[config.mk]
export PLATFORM = sky130hd
export DESIGN_NAME = vga_capture
export DESIGN_NICKNAME = d
export VERILOG_FILES = /design/src/rtl/vga_capture.sv
export SDC_FILE = /design/constraint.sdc
export NUM_CORES = 1
export LEC_CHECK = 0
export BUFFER_PORTS_ARGS = -buffer_cell sky130_fd_sc_hd__buf_2
export CAP_MARGIN = 20
export CORE_MARGIN = 10
export CORE_UTILIZATION = 60
export DETAILED_ROUTE_END_ITERATION = 12
export PLACE_DENSITY = 0.9
export REMOVE_ABC_BUFFERS = 1
export SLEW_MARGIN = 15
export SYNTH_ARGS = -nofsm -noshare
export SYNTH_HDL_FRONTEND = slang
export SYNTH_SLANG_ARGS = --single-unit
[constraint.sdc]
create_clock -name clk -period 4.2 [get_ports clk]
set_input_delay 0.42 -clock clk [delete_from_list [all_inputs] [get_ports clk]]
set_output_delay 0.42 -clock clk [all_outputs]
set_load 0.02 [all_outputs]
[src/rtl/vga_capture.sv]
// Sink end of a VGA timing stream: recovers position from the sync edges, checks line and
// frame lengths, and writes active pixels to a frame-buffer port once the timing is locked.
module vga_capture #(
  parameter int H_ACTIVE = 640,
  parameter int V_ACTIVE = 480,
  parameter int H_BACK   = 48,
  parameter int V_BACK   = 33,
  parameter int H_TOTAL  = 800,
  parameter int V_TOTAL  = 525,
  parameter int ADDR_W   = 19
) (
  input  logic              clk,
  input  logic              rst,
  input  logic              pix_en,
  input  logic              hsync_in,
  input  logic              vsync_in,
  input  logic [3:0]        red_in,
  input  logic [3:0]        green_in,
  input  logic [3:0]        blue_in,
  output logic              wr_en,
  output logic [ADDR_W-1:0] wr_addr,
  output logic [11:0]       wr_data,
  output logic              frame_done,
  output logic              locked,
  output logic              line_err,
  output logic [1:0]        state_dbg
);

  // Handshake: pix_en is a valid-only strobe with no backpressure; inputs are sampled only
  // when it is high, and wr_en/frame_done/line_err are one-cycle strobes in the following cycle.
  localparam logic [1:0] ST_SEEK   = 2'd0;
  localparam logic [1:0] ST_SYNC   = 2'd1;
  localparam logic [1:0] ST_LOCKED = 2'd2;

  localparam logic [10:0] H_MAX    = 11'd2047;
  localparam logic [10:0] H_LO     = 11'(H_BACK);
  localparam logic [10:0] H_HI     = 11'(H_BACK + H_ACTIVE);
  localparam logic [9:0]  V_MAX    = 10'd1023;
  localparam logic [9:0]  V_LO     = 10'(V_BACK);
  localparam logic [9:0]  V_HI     = 10'(V_BACK + V_ACTIVE);
  localparam logic [11:0] LINE_MAX = 12'hfff;
  localparam logic [11:0] H_TOT    = 12'(H_TOTAL);
  localparam logic [10:0] FRM_MAX  = 11'h7ff;
  localparam logic [10:0] V_TOT    = 11'(V_TOTAL);

  logic [1:0]        state_q, state_d;
  logic [10:0]       hpos_q, hpos_d;
  logic [9:0]        vline_q, vline_d;
  logic [ADDR_W-1:0] addr_q, addr_d;
  logic              hs_prev_q, hs_prev_d;
  logic              vs_prev_q, vs_prev_d;
  logic [11:0]       line_cnt_q, line_cnt_d;
  logic [10:0]       frame_lines_q, frame_lines_d;
  logic              h_seen_q, h_seen_d;
  logic              wr_en_q, wr_en_d;
  logic [ADDR_W-1:0] wr_addr_q, wr_addr_d;
  logic [11:0]       wr_data_q, wr_data_d;
  logic              frame_done_q, frame_done_d;
  logic              line_err_q, line_err_d;

  logic              h_edge, v_edge, active, line_bad, frame_bad;
  logic [10:0]       cur_h, frame_meas;
  logic [9:0]        cur_v;
  logic [11:0]       line_meas;
  logic [ADDR_W-1:0] addr_base;

  always_comb begin
    h_edge     = pix_en && !hs_prev_q && hsync_in;
    v_edge     = pix_en && !vs_prev_q && vsync_in;
    cur_h      = h_edge ? 11'd0 : ((hpos_q == H_MAX) ? H_MAX : hpos_q + 11'd1);
    if (v_edge)      cur_v = 10'd0;
    else if (h_edge) cur_v = (vline_q == V_MAX) ? V_MAX : vline_q + 10'd1;
    else             cur_v = vline_q;
    active     = (cur_h >= H_LO) && (cur_h < H_HI) && (cur_v >= V_LO) && (cur_v < V_HI);
    // The edge strobe itself closes the line, hence the +1 on the running count.
    line_meas  = (line_cnt_q == LINE_MAX) ? LINE_MAX : line_cnt_q + 12'd1;
    frame_meas = (h_edge && frame_lines_q != FRM_MAX) ? frame_lines_q + 11'd1 : frame_lines_q;
    line_bad   = h_edge && h_seen_q && (line_meas != H_TOT);
    frame_bad  = v_edge && (frame_meas != V_TOT);
    addr_base  = v_edge ? '0 : addr_q;

    state_d       = state_q;
    hpos_d        = hpos_q;
    vline_d       = vline_q;
    addr_d        = addr_q;
    hs_prev_d     = hs_prev_q;
    vs_prev_d     = vs_prev_q;
    line_cnt_d    = line_cnt_q;
    frame_lines_d = frame_lines_q;
    h_seen_d      = h_seen_q;
    wr_en_d       = 1'b0;
    wr_addr_d     = wr_addr_q;
    wr_data_d     = wr_data_q;
    frame_done_d  = 1'b0;
    line_err_d    = 1'b0;

    if (pix_en) begin
      hs_prev_d     = hsync_in;
      vs_prev_d     = vsync_in;
      hpos_d        = cur_h;
      vline_d       = cur_v;
      line_cnt_d    = h_edge ? 12'd0 : line_meas;
      frame_lines_d = v_edge ? 11'd0 : frame_meas;
      addr_d        = addr_base;
      if (h_edge) h_seen_d = 1'b1;
      case (state_q)
        ST_SEEK: begin
          if (v_edge) begin
            // The partial line in progress at lock-on is never measured.
            state_d    = ST_SYNC;
            h_seen_d   = 1'b0;
            line_cnt_d = 12'd0;
          end
        end
        ST_SYNC: begin
          if (line_bad)    state_d = ST_SEEK;
          else if (v_edge) state_d = frame_bad ? ST_SEEK : ST_LOCKED;
        end
        ST_LOCKED: begin
          if (line_bad || frame_bad) begin
            state_d    = ST_SEEK;
            line_err_d = 1'b1;
          end else begin
            if (v_edge) frame_done_d = 1'b1;
            if (active) begin
              wr_en_d   = 1'b1;
              wr_addr_d = addr_base;
              wr_data_d = {red_in, green_in, blue_in};
              addr_d    = addr_base + 1'b1;
            end
          end
        end
        default: state_d = ST_SEEK;
      endcase
    end
  end

  always_ff @(posedge clk or posedge rst) begin
    if (rst) begin
      state_q       <= ST_SEEK;
      hpos_q        <= '0;
      vline_q       <= '0;
      addr_q        <= '0;
      hs_prev_q     <= 1'b1;
      vs_prev_q     <= 1'b1;
      line_cnt_q    <= '0;
      frame_lines_q <= '0;
      h_seen_q      <= 1'b0;
      wr_en_q       <= 1'b0;
      wr_addr_q     <= '0;
      wr_data_q     <= '0;
      frame_done_q  <= 1'b0;
      line_err_q    <= 1'b0;
    end else begin
      state_q       <= state_d;
      hpos_q        <= hpos_d;
      vline_q       <= vline_d;
      addr_q        <= addr_d;
      hs_prev_q     <= hs_prev_d;
      vs_prev_q     <= vs_prev_d;
      line_cnt_q    <= line_cnt_d;
      frame_lines_q <= frame_lines_d;
      h_seen_q      <= h_seen_d;
      wr_en_q       <= wr_en_d;
      wr_addr_q     <= wr_addr_d;
      wr_data_q     <= wr_data_d;
      frame_done_q  <= frame_done_d;
      line_err_q    <= line_err_d;
    end
  end

  assign wr_en      = wr_en_q;
  assign wr_addr    = wr_addr_q;
  assign wr_data    = wr_data_q;
  assign frame_done = frame_done_q;
  assign line_err   = line_err_q;
  assign locked     = (state_q == ST_LOCKED);
  assign state_dbg  = state_q;

endmodule

==> flow_results.xml, run 1 <==
<?xml version="1.0" encoding="UTF-8"?>
<metrics>
  <group name="yosys">
    <metric name="yosys.cell_types.count" unit="">68</metric>
    <metric name="ys_warn_count" unit="">0</metric>
    <metric name="synth.area.top_cells" unit="">dfrtp_1 45%, mux2_1 4.2%, o21ai_0 3.9%, nand2_1 3.6%, nand3_1 2.7%</metric>
    <metric name="synth-compound-area-share" unit="%">16.6</metric>
    <metric name="synth_edf_count" unit="">0</metric>
    <metric name="synthXorXnorAreaFrac" unit="%">1.57</metric>
    <metric name="yosys.area_share.simple" unit="%">23.8</metric>
    <metric name="yosys_most_used_dff" unit="">dfrtp_1</metric>
    <metric name="syn-mean-instance-area" unit="µm²">9.58</metric>
    <metric name="yosysSeqAreaShare" unit="%">45.8</metric>
    <metric name="synth.ff_latch_count" unit="">102</metric>
    <metric name="synth-adder-area-share" unit="%">1.12</metric>
    <metric name="synthMuxAreaShare" unit="%">6.65</metric>
    <metric name="netlist.top_cell.by_area" unit="">dfrtp_1</metric>
    <metric name="combinational_family_with_the_most_area_after_synthesis" unit="">simple AND/OR/NAND/NOR gates</metric>
    <metric name="async_reset_ff_share" unit="%">100</metric>
    <metric name="netlist_instances" unit="">583</metric>
    <metric name="synth.cell_area" unit="µm²">5580</metric>
    <metric name="yosysTopAreaCellShare" unit="%">44.8</metric>
  </group>
  <group name="sta">
    <metric name="worstMarginPinSlew" unit="ps">879</metric>
    <metric name="report.final.hold_viol_count" unit="">0</metric>
    <metric name="finalCriticalPeriod" unit="ps">3780</metric>
    <metric name="max-slew-margin-rel" unit="%">41.4</metric>
    <metric name="crit_path_setup_slack_layout" unit="ps">415</metric>
    <metric name="setup_repair_after_global_routing_missed_its_margin" unit="">false</metric>
    <metric name="timing.final.setup_violations" unit="">0</metric>
    <metric name="number_of_max_slew_violations_in_the_final_report" unit="">0</metric>
    <metric name="final_setup_tns" unit="ps">0</metric>
    <metric name="final.period_utilization" unit="%">90.1</metric>
    <metric name="finalClockSkew" unit="ps">8.48</metric>
    <metric name="fmax" unit="MHz">264</metric>
  </group>
  <group name="worst_setup_path">
    <metric name="timing.critical_path.depth" unit="">9</metric>
    <metric name="critical_path.reg2reg.startpoint" unit="">frame_lines_q[0]</metric>
    <metric name="crit-reg2reg-capture" unit="">wr_data[11]</metric>
    <metric name="path_max_fanout" unit="">24</metric>
    <metric name="timing.critical_path.to" unit="">wr_data[11]</metric>
    <metric name="cpPeakStageDelay" unit="ps">620</metric>
    <metric name="worstRegToRegCells" unit="">9</metric>
    <metric name="r2r_slack" unit="ps">420</metric>
    <metric name="crit_required" unit="ps">4470</metric>
    <metric name="critPathTopFamily" unit="">simple AND/OR/NAND/NOR gates</metric>
    <metric name="worst_path_most_repeated_cell" unit="">and4_1</metric>
    <metric name="critical_path.slowest_cell" unit="">nor2_4</metric>
    <metric name="number_of_buffer_and_inverter_stages_on_the_critical_path" unit="">0</metric>
    <metric name="crit_start" unit="">frame_lines_q[0]</metric>
    <metric name="startpoint_type" unit="">flop</metric>
    <metric name="cp-end-kind" unit="">flop</metric>
    <metric name="timing.critical_path.arrival" unit="ps">4050</metric>
    <metric name="path_class" unit="">flop to flop</metric>
    <metric name="timing.critical_path.cells" unit="">ha_1 &gt; and4_1 &gt; and4_1 &gt; nor2_1 &gt; a2bb2oi_1 &gt; o31ai_4 &gt; nand4_4 &gt; nor2_4 &gt; mux2_2</metric>
  </group>
  <group name="global_route">
    <metric name="number_of_global_route_vias_before_repair" unit="">4582</metric>
    <metric name="grt_max_degree" unit="">73</metric>
    <metric name="antenna_violations_before_repair" unit="">0</metric>
    <metric name="global_route.usage.total" unit="%">19.8</metric>
    <metric name="first_pass_grt_wire_length" unit="µm">22100</metric>
    <metric name="globalRouteOverflowTotal" unit="">0</metric>
  </group>
  <group name="layout">
    <metric name="insertedDiodeCount" unit="">0</metric>
    <metric name="nFillCells" unit="">718</metric>
    <metric name="final_core_occ" unit="%">66.0</metric>
    <metric name="layout.nets" unit="">640</metric>
    <metric name="areaGrowthSynthToFinish" unit="%">8.16</metric>
    <metric name="most-common-layout-cells" unit="">100 x dfrtp_1, 53 x nand2_1, 53 x buf_2, 44 x o21ai_0, 31 x nor2_1</metric>
    <metric name="fraction_of_final_layout_cells_sized_beyond_drive_strength_1" unit="%">15.7</metric>
    <metric name="final_common_cell" unit="">dfrtp_1</metric>
    <metric name="post_layout_nonfiller_instances" unit="">734</metric>
  </group>
  <group name="cts">
    <metric name="cts-buffers-inserted" unit="">9</metric>
    <metric name="tritoncts" unit="">built</metric>
    <metric name="total_of_hold_buffers_inserted_after_clock_tree_synthesis" unit="">0</metric>
    <metric name="clk_lat_worst_skew" unit="ps">370</metric>
    <metric name="cts_setup_buffers" unit="">0</metric>
    <metric name="clk_pin_slew" unit="ps">100</metric>
    <metric name="number_of_sinks_on_the_clock_net" unit="">102</metric>
    <metric name="clock_tree.buffer_depth" unit="">2</metric>
    <metric name="clock-root-buffer" unit="">clkbuf_8</metric>
    <metric name="htree_num_levels" unit="">3</metric>
    <metric name="cts_resized" unit="">0</metric>
  </group>
  <group name="placement">
    <metric name="placed_cells_incl_taps" unit="">718</metric>
    <metric name="detailedPlace.worstSlack" unit="ps">473</metric>
    <metric name="place.detailed.hpwl" unit="µm">9080</metric>
    <metric name="globalplace.congestion" unit="">0.887</metric>
    <metric name="count_of_input_and_output_buffers" unit="">53</metric>
  </group>
  <group name="pwr">
    <metric name="power_leakage" unit="nW">2.72</metric>
    <metric name="power.density" unit="nW/µm²">323</metric>
    <metric name="worst_ir_drop_vdd" unit="mV">0.263</metric>
  </group>
  <group name="floorplanning">
    <metric name="die_h" unit="µm">116</metric>
    <metric name="die_width" unit="µm">116</metric>
    <metric name="floorplan.die_area" unit="µm²">13600</metric>
    <metric name="number_of_ports_placed_on_the_die_boundary" unit="">54</metric>
    <metric name="start_util" unit="%">61.0</metric>
    <metric name="fp.coreArea" unit="µm²">9150</metric>
    <metric name="floorplan.rows" unit="">35</metric>
  </group>
  <group name="route">
    <metric name="totalWireLength" unit="µm">13000</metric>
    <metric name="drc" unit="">0</metric>
    <metric name="via_count" unit="">4714</metric>
    <metric name="drt-vias-per-instance" unit="">6.42</metric>
    <metric name="ant_nets" unit="">0</metric>
    <metric name="detail_routed_net_length_per_standard_cell" unit="µm">17.7</metric>
    <metric name="drt_iter0_markers" unit="">383</metric>
    <metric name="detailedRoute.firstPassIterationCount" unit="">5</metric>
  </group>
  <group name="flow_run">
    <metric name="max-cap-violations" unit="">0</metric>
  </group>
  <group name="outcome">
    <metric name="status" unit="">finished clean</metric>
  </group>
  <group name="hold_path">
    <metric name="worstHoldPathType" unit="">input pin to async pin</metric>
  </group>
</metrics>
-- cell type report --
| type | count | area (µm²) | area share (%) |
|---|---|---|---|
| multi-input combinational | 427 | 2780 | 46.1 |
| sequential | 102 | 2550 | 42.3 |
| timing repair buffer | 59 | 310 | 5.14 |
| tap | 111 | 139 | 2.30 |
| clock buffer | 9 | 124 | 2.05 |
| inverter | 19 | 73.8 | 1.22 |
| clock inverter | 7 | 56.3 | 0.932 |
-- per-stage QoR --
stage | hold slack (ps) | cell area, µm² | total power [mW]
finish | 225 | 6040 | 1.95
global route | 247 | 6040 | 2.05
CTS | 248 | 6040 | 1.96
detailed placement | 473 | 5860 | 1.38
global placement | 461 | 5860 | 1.36
floorplan | 462 | 5410 | 1.29
-- registers in the layout (all words and copies together) (netlist names), 2 cells and up --
| name | flops |
|---|---|
| frame_lines_q | 11 |
| wr_addr | 19 |
| wr_data | 12 |
| addr_q | 19 |
| state_dbg | 2 |
| vline_q | 10 |
| hpos_q | 11 |
| line_cnt_q | 12 |
-- per-layer routing --
metal,vias up,GRT usage (%),part of all wire (%)
li1,2223,-,-
met1,2300,24.5,41
met2,162,32.9,49
met3,29,4.26,7.4
met4,0,8.34,2.4
met5,-,0,0
-- worst min-delay path by stage --
stage / startpoint / end / slack, ps / cells after the start
after detailed placement: wr_data[0] / wr_data[0] / 470 / 1
after CTS: red_in[1] / wr_data[9] / 250 / 2
after global placement: wr_addr[2] / wr_addr[2] / 460 / 1
after floorplan: addr_q[13] / addr_q[13] / 460 / 1
final: rst / frame_lines_q[6] / 230 / 2
after global routing: blue_in[3] / wr_data[3] / 250 / 2
-- Yosys cell counts (all sizes together) (4+ instances only) --
master  count
dfrtp     100
nand2      53
o21ai      46
nor2       32
nand3      31
a21oi      26
mux2       25
nor3       25
clkbuf     20
inv        19
o31ai      18
and3       16
buf        15
and2       10
nand4      10
nor4       10
a31oi       9
and4        9
mux2i       9
nand2b      7
o21a        6
or3         6
or4         6
a211oi      5
a22o        5
a41oi       5
ha          5
xnor2       5
xor2        5
a21o        4
nand4b      4
nor2b       4
-- power breakdown --
| part | internal, mW | switching, mW | leakage, nW |
|---|---|---|---|
| logic | 0.0980 | 0.153 | 1.24 |
| registers | 1.04 | 0.0800 | 1.40 |
| clock network | 0.223 | 0.361 | 0.0842 |
-- logic make-up after synthesis --
group                      after synthesis
and+or+nand+nor                        237
AOI/OAI and AO/OA                      141
buffers and inverters                   54
muxes                                   34
xor gates and xnor gates                10
adders and majority gates                5
DFF                                    102
-- worst reg2reg max path: cells and delay by family, from the launching register on --
kind	cells	cell delay, ps
mux	1	420
simple gates	5	1880
flops	1	470
compound gates	2	620
fa+ha+maj	1	290
Power figures use the tool's default switching activity.
==> inputs of run 2 (changes only) <==
Settings changed: ABC_AREA from default to 1, HOLD_SLACK_MARGIN from default to 0.06.
==> flow_results.xml, run 2 <==
<?xml version="1.0" encoding="UTF-8"?>
<metrics>
  <group name="yosys">
    <metric name="yosysSeqAreaShare" unit="%">45.2</metric>
    <metric name="netlist_instances" unit="">749</metric>
    <metric name="synth_edf_count" unit="">0</metric>
    <metric name="yosysTopAreaCellShare" unit="%">44.3</metric>
    <metric name="netlist.top_cell.by_area" unit="">dfrtp_1</metric>
    <metric name="async_reset_ff_share" unit="%">100</metric>
    <metric name="combinational_family_with_the_most_area_after_synthesis" unit="">simple AND/OR/NAND/NOR gates</metric>
    <metric name="synth.ff_latch_count" unit="">102</metric>
    <metric name="synth-adder-area-share" unit="%">1.11</metric>
    <metric name="yosys.cell_types.count" unit="">38</metric>
    <metric name="synth.cell_area" unit="µm²">5650</metric>
    <metric name="yosys_most_used_dff" unit="">dfrtp_1</metric>
    <metric name="yosys.area_share.simple" unit="%">31.2</metric>
    <metric name="yosys.cell_count.top_type" unit="">nand2_1</metric>
    <metric name="synthXorXnorAreaFrac" unit="%">3.88</metric>
    <metric name="ys_warn_count" unit="">0</metric>
    <metric name="synth.area.top_cells" unit="">dfrtp_1 44%, nand2_1 14%, inv_1 7.4%, nand3_1 6.6%, nor2_1 5.6%</metric>
    <metric name="synthMuxAreaShare" unit="%">0</metric>
    <metric name="syn-mean-instance-area" unit="µm²">7.54</metric>
    <metric name="synth_top_cells_by_count" unit="">208 x nand2_1, 111 x inv_1, 100 x dfrtp_1</metric>
    <metric name="synth-compound-area-share" unit="%">8.69</metric>
  </group>
  <group name="placement">
    <metric name="globalplace.congestion" unit="">0.948</metric>
    <metric name="count_of_input_and_output_buffers" unit="">53</metric>
    <metric name="place.detailed.hpwl" unit="µm">9540</metric>
  </group>
  <group name="route">
    <metric name="met2WireLength" unit="µm">6470</metric>
    <metric name="drc" unit="">0</metric>
    <metric name="wirelength_met1" unit="µm">5410</metric>
    <metric name="totalWireLength" unit="µm">13100</metric>
    <metric name="routed.top_layer" unit="">met4</metric>
    <metric name="wl_met3" unit="µm">946</metric>
    <metric name="ant_nets" unit="">0</metric>
    <metric name="detail_routed_net_length_per_standard_cell" unit="µm">14.3</metric>
    <metric name="via_count" unit="">5053</metric>
    <metric name="detailedRoute.firstPassIterationCount" unit="">7</metric>
    <metric name="drt-vias-per-instance" unit="">5.53</metric>
    <metric name="drt_iter0_markers" unit="">368</metric>
  </group>
  <group name="sta">
    <metric name="finalClockSkew" unit="ps">19.9</metric>
    <metric name="final.period_utilization" unit="%">80.3</metric>
    <metric name="setup_repair_after_global_routing_missed_its_margin" unit="">false</metric>
    <metric name="report.final.hold_viol_count" unit="">0</metric>
    <metric name="worstMarginPinSlew" unit="ps">945</metric>
    <metric name="finalCriticalPeriod" unit="ps">3370</metric>
    <metric name="number_of_max_slew_violations_in_the_final_report" unit="">0</metric>
    <metric name="final_setup_tns" unit="ps">0</metric>
    <metric name="timing.final.setup_violations" unit="">0</metric>
    <metric name="fmax" unit="MHz">297</metric>
    <metric name="max-slew-margin-rel" unit="%">37.0</metric>
  </group>
  <group name="outcome">
    <metric name="status" unit="">finished clean</metric>
  </group>
  <group name="pwr">
    <metric name="power.density" unit="nW/µm²">364</metric>
    <metric name="power_leakage" unit="nW">3.14</metric>
    <metric name="worst_ir_drop_vdd" unit="mV">0.194</metric>
  </group>
  <group name="floorplanning">
    <metric name="number_of_ports_placed_on_the_die_boundary" unit="">54</metric>
    <metric name="floorplan.die_area" unit="µm²">13700</metric>
    <metric name="floorplan.rows" unit="">35</metric>
    <metric name="die_h" unit="µm">117</metric>
    <metric name="die_width" unit="µm">117</metric>
    <metric name="start_util" unit="%">61.4</metric>
    <metric name="fp.coreArea" unit="µm²">9200</metric>
  </group>
  <group name="global_route">
    <metric name="antenna_violations_before_repair" unit="">0</metric>
    <metric name="globalRouteOverflowTotal" unit="">0</metric>
    <metric name="grt_max_degree" unit="">80</metric>
    <metric name="global_route.usage.total" unit="%">20.2</metric>
    <metric name="number_of_global_route_vias_before_repair" unit="">4991</metric>
    <metric name="first_pass_grt_wire_length" unit="µm">22600</metric>
  </group>
  <group name="cts">
    <metric name="cts_resized" unit="">0</metric>
    <metric name="cts_setup_buffers" unit="">0</metric>
    <metric name="number_of_sinks_on_the_clock_net" unit="">102</metric>
    <metric name="clk_pin_slew" unit="ps">100</metric>
    <metric name="clock_tree.buffer_depth" unit="">2</metric>
    <metric name="tritoncts" unit="">built</metric>
    <metric name="clk_lat_worst_skew" unit="ps">370</metric>
    <metric name="clock-root-buffer" unit="">clkbuf_8</metric>
    <metric name="cts-buffers-inserted" unit="">9</metric>
    <metric name="total_of_hold_buffers_inserted_after_clock_tree_synthesis" unit="">0</metric>
    <metric name="htree_num_levels" unit="">3</metric>
  </group>
  <group name="layout">
    <metric name="final_core_occ" unit="%">66.9</metric>
    <metric name="multi_input_area" unit="µm²">2540</metric>
    <metric name="nFillCells" unit="">733</metric>
    <metric name="most-common-layout-cells" unit="">208 x nand2_1, 110 x inv_1, 100 x dfrtp_1, 83 x nor2_1, 75 x nand3_1</metric>
    <metric name="fraction_of_final_layout_cells_sized_beyond_drive_strength_1" unit="%">13.8</metric>
    <metric name="register_cell_area_after_layout" unit="µm²">2550</metric>
    <metric name="areaGrowthSynthToFinish" unit="%">8.91</metric>
    <metric name="layout.nets" unit="">819</metric>
    <metric name="final_common_cell" unit="">nand2_1</metric>
    <metric name="insertedDiodeCount" unit="">0</metric>
  </group>
  <group name="worst_setup_path">
    <metric name="path_class" unit="">input pin to flop</metric>
    <metric name="timing.critical_path.arrival" unit="ps">3680</metric>
    <metric name="path_max_fanout" unit="">52</metric>
    <metric name="crit_required" unit="ps">4510</metric>
    <metric name="startpoint_type" unit="">input pin</metric>
    <metric name="cp-end-kind" unit="">flop</metric>
  </group>
  <group name="flow_run">
    <metric name="max-cap-violations" unit="">0</metric>
  </group>
  <group name="hold_path">
    <metric name="worstHoldPathType" unit="">input pin to async pin</metric>
  </group>
</metrics>
-- run 2: final timing paths --
path / slack [ps] / from / end / depth (start not counted)
max: 830 / pix_en / wr_data[10] / 17
min: 250 / rst / wr_data[1] / 2
max reg2reg: 920 / vline_q[0] / wr_data[10] / 16
min reg2reg: 490 / wr_addr[13] / wr_addr[13] / 2
max in group asynchronous: 2990 / rst / vs_prev_q / 3
min in group clk: 250 / green_in[3] / wr_data[7] / 3
-- run 2: final cells by class --
type	count	share of cell area, %
sequential	102	41.5
multi-input combinational	515	41.3
inverter	112	6.90
timing repair buffer	57	4.80
tap	111	2.26
clock buffer	10	2.24
clock inverter	6	0.977
-- run 2: worst max-delay path: stages --
cell,delay (ps)
buf_2,340
nand2_4,90
nor2_4,430
nand3_1,230
o21ai_0,290
nand3_1,110
nand2_1,70
inv_1,90
nor2_1,130
nand2_1,70
nand2_1,110
nand3_2,150
nor2_8,270
nand2_4,400
clkinv_2,280
nand2_1,80
nand2_1,70
-- run 2: stage by stage --
step | std cells | instance area, µm² | total power, mW | hold WS, ps | setup WS [ps]
finish | 913 | 6150 | 2.24 | 245 | 829
global route | 913 | 6150 | 2.38 | 240 | 481
CTS | 913 | 6150 | 2.25 | 233 | 953
detailed placement | 897 | 5950 | 1.64 | 463 | 562
global placement | 897 | 5950 | 1.61 | 459 | 800
floorplan | 729 | 5510 | 1.48 | 449 | 1020
-- run 2: where the power goes --
group          internal [mW]  switching [mW]  leakage (nW)  total (mW)
registers               1.08          0.0887          1.39        1.17
clock network          0.249           0.370         0.103       0.619
logic                  0.153           0.303          1.66       0.456
-- run 2: cells by family (layout without fill, tap and decap cells) --
family                   count (synthesis)  after routing
buffers and inverters                  132            185
adder cells (fa/ha/maj)                  5              5
AO/OA/AOI/OAI                           78             78
flip-flops                             102            102
AND/OR/NAND/NOR                        407            407
XOR/XNOR                                25             25
-- run 2: layer usage --
layer  global-route usage (%)  vias up
met5                        0        -
met4                     8.07        0
met3                     5.15       29
met2                     34.2      204
met1                     24.1     2360
li1                         -     2460
==> inputs of run 3 (changes only) <==
Clock period 4.2 ns to 3.3 ns, I/O delays scaled along.
==> flow_results.xml, run 3 (synthesis gave the netlist of run 2 again) <==
<?xml version="1.0" encoding="UTF-8"?>
<metrics>
  <group name="cts">
    <metric name="cts-buffers-inserted" unit="">9</metric>
    <metric name="clock_tree.buffer_depth" unit="">2</metric>
    <metric name="cts_resized" unit="">0</metric>
    <metric name="total_of_hold_buffers_inserted_after_clock_tree_synthesis" unit="">0</metric>
    <metric name="clk_lat_worst_skew" unit="ps">370</metric>
    <metric name="cts_setup_buffers" unit="">0</metric>
    <metric name="tritoncts" unit="">built</metric>
    <metric name="htree_num_levels" unit="">3</metric>
    <metric name="number_of_sinks_on_the_clock_net" unit="">102</metric>
    <metric name="clk_pin_slew" unit="ps">100</metric>
    <metric name="clock-root-buffer" unit="">clkbuf_8</metric>
  </group>
  <group name="sta">
    <metric name="number_of_max_slew_violations_in_the_final_report" unit="">0</metric>
    <metric name="hold_ws" unit="ps">88.8</metric>
    <metric name="finalCriticalPeriod" unit="ps">3020</metric>
    <metric name="max-slew-margin-rel" unit="%">34.6</metric>
    <metric name="final.period_utilization" unit="%">91.5</metric>
    <metric name="crit_path_setup_slack_layout" unit="ps">281</metric>
    <metric name="finalClockSkew" unit="ps">8.37</metric>
    <metric name="setup_repair_after_global_routing_missed_its_margin" unit="">false</metric>
    <metric name="report.final.hold_viol_count" unit="">0</metric>
    <metric name="timing.final.setup_violations" unit="">0</metric>
    <metric name="worstMarginPinSlew" unit="ps">978</metric>
    <metric name="fmax" unit="MHz">331</metric>
    <metric name="final_setup_tns" unit="ps">0</metric>
  </group>
  <group name="global_route">
    <metric name="first_pass_grt_wire_length" unit="µm">20800</metric>
    <metric name="globalRouteOverflowTotal" unit="">0</metric>
    <metric name="antenna_violations_before_repair" unit="">0</metric>
    <metric name="grt_max_degree" unit="">66</metric>
    <metric name="number_of_global_route_vias_before_repair" unit="">4728</metric>
    <metric name="global_route.usage.total" unit="%">18.6</metric>
  </group>
  <group name="worst_setup_path">
    <metric name="path_max_fanout" unit="">52</metric>
    <metric name="critical_path.reg2reg.startpoint" unit="">vline_q[0]</metric>
    <metric name="r2r_slack" unit="ps">280</metric>
    <metric name="startpoint_type" unit="">flop</metric>
    <metric name="crit_required" unit="ps">3620</metric>
    <metric name="timing.critical_path.arrival" unit="ps">3340</metric>
    <metric name="crit-reg2reg-capture" unit="">wr_data[10]</metric>
    <metric name="cp-end-kind" unit="">flop</metric>
    <metric name="path_class" unit="">flop to flop</metric>
    <metric name="worstRegToRegCells" unit="">17</metric>
  </group>
  <group name="route">
    <metric name="detail_routed_net_length_per_standard_cell" unit="µm">13.4</metric>
    <metric name="drc" unit="">0</metric>
    <metric name="via_count" unit="">4929</metric>
    <metric name="totalWireLength" unit="µm">12300</metric>
    <metric name="drt_iter0_markers" unit="">342</metric>
    <metric name="drt-vias-per-instance" unit="">5.39</metric>
    <metric name="ant_nets" unit="">0</metric>
    <metric name="detailedRoute.firstPassIterationCount" unit="">5</metric>
  </group>
  <group name="layout">
    <metric name="multi_input_area" unit="µm²">2550</metric>
    <metric name="areaGrowthSynthToFinish" unit="%">9.55</metric>
    <metric name="fraction_of_final_layout_cells_sized_beyond_drive_strength_1" unit="%">13.8</metric>
    <metric name="post_layout_nonfiller_instances" unit="">914</metric>
    <metric name="final_core_occ" unit="%">67.3</metric>
    <metric name="nFillCells" unit="">716</metric>
    <metric name="final_common_cell" unit="">nand2_1</metric>
    <metric name="insertedDiodeCount" unit="">0</metric>
    <metric name="layout.nets" unit="">820</metric>
    <metric name="register_cell_area_after_layout" unit="µm²">2550</metric>
    <metric name="design_area" unit="µm²">6190</metric>
    <metric name="most-common-layout-cells" unit="">208 x nand2_1, 110 x inv_1, 100 x dfrtp_1, 83 x nor2_1, 75 x nand3_1</metric>
  </group>
  <group name="pwr">
    <metric name="power.density" unit="nW/µm²">466</metric>
    <metric name="power_leakage" unit="nW">3.14</metric>
    <metric name="worst_ir_drop_vdd" unit="mV">0.442</metric>
    <metric name="totalPowerFinal" unit="mW">2.88</metric>
  </group>
  <group name="floorplanning">
    <metric name="die_h" unit="µm">117</metric>
    <metric name="start_util" unit="%">61.4</metric>
    <metric name="floorplan.die_area" unit="µm²">13700</metric>
    <metric name="floorplan.rows" unit="">35</metric>
    <metric name="number_of_ports_placed_on_the_die_boundary" unit="">54</metric>
    <metric name="fp.coreArea" unit="µm²">9200</metric>
    <metric name="die_width" unit="µm">117</metric>
  </group>
  <group name="placement">
    <metric name="count_of_input_and_output_buffers" unit="">53</metric>
    <metric name="detailedPlace.worstSlack" unit="ps">149</metric>
    <metric name="placed_cells_incl_taps" unit="">898</metric>
    <metric name="place.detailed.hpwl" unit="µm">9010</metric>
    <metric name="globalplace.congestion" unit="">0.880</metric>
    <metric name="postPlaceCellArea" unit="µm²">5970</metric>
  </group>
  <group name="flow_run">
    <metric name="max-cap-violations" unit="">0</metric>
  </group>
  <group name="outcome">
    <metric name="status" unit="">finished clean</metric>
  </group>
  <group name="hold_path">
    <metric name="worstHoldPathType" unit="">input pin to async pin</metric>
  </group>
</metrics>
-- run 3: changes by cell type in the layout (fill, tap and decap cells not counted), sizes merged --
cell / delta
buf: +1
bufinv: +1
clkinv: -2
inv: -1
clkbuf: +1
clkinvlp: +1
-- run 3: how the worst max path moves through the flow --
stage,from,endpoint,cells after the start,slack [ps]
2_1_floorplan,vsync_in,wr_data[0],15,210
3_3_place_gp,pix_en,wr_data[7],17,280
3_5_place_dp,pix_en,wr_data[10],17,150
4_1_cts,vline_q[0],wr_data[10],18,120
5_1_grt,hs_prev_q,wr_data[2],19,20
6_report,vline_q[0],wr_data[10],17,280
-- run 3: where the power goes --
group | total, mW | switching, mW | leakage, nW | internal (mW)
registers | 1.48 | 0.107 | 1.39 | 1.37
logic | 0.574 | 0.376 | 1.66 | 0.198
clock network | 0.828 | 0.448 | 0.101 | 0.380
total | 2.88 | 0.931 | 3.14 | 1.95
-- run 3: cell type report --
cell class,instances,share of cell area (%)
Inverter,112,6.86
Sequential cell,102,41.3
Tap cell,111,2.25
Timing Repair Buffer,58,5.10
Clock buffer,11,2.29
Clock inverter,5,1.03
Multi-Input combinational cell,515,41.2
-- run 3: layer usage --
layer  track usage, %  vias to the layer above  wire [µm]
met1             22.8                     2307       5300
met4             6.84                        0        195
met2             31.0                      140       6060
li1                 -                     2463          -
met5                0                        -          0
met3             4.79                       19        733
-- run 3: worst max-delay path, stage by stage (launching register included) --
cell and delay, ps:
dfrtp_1 470, ha_1 260, nand2_1 100, nor2_1 250, nand3_2 200, nand2_1 140, nand2_1 70, nand2_1 80
nor2_1 40, nand2_1 70, nand2_1 60, nand3_1 100, nand3_2 160, nor2_8 280, nand2_8 290, clkinv_2 250
nand2_1 90, nand2_1 60
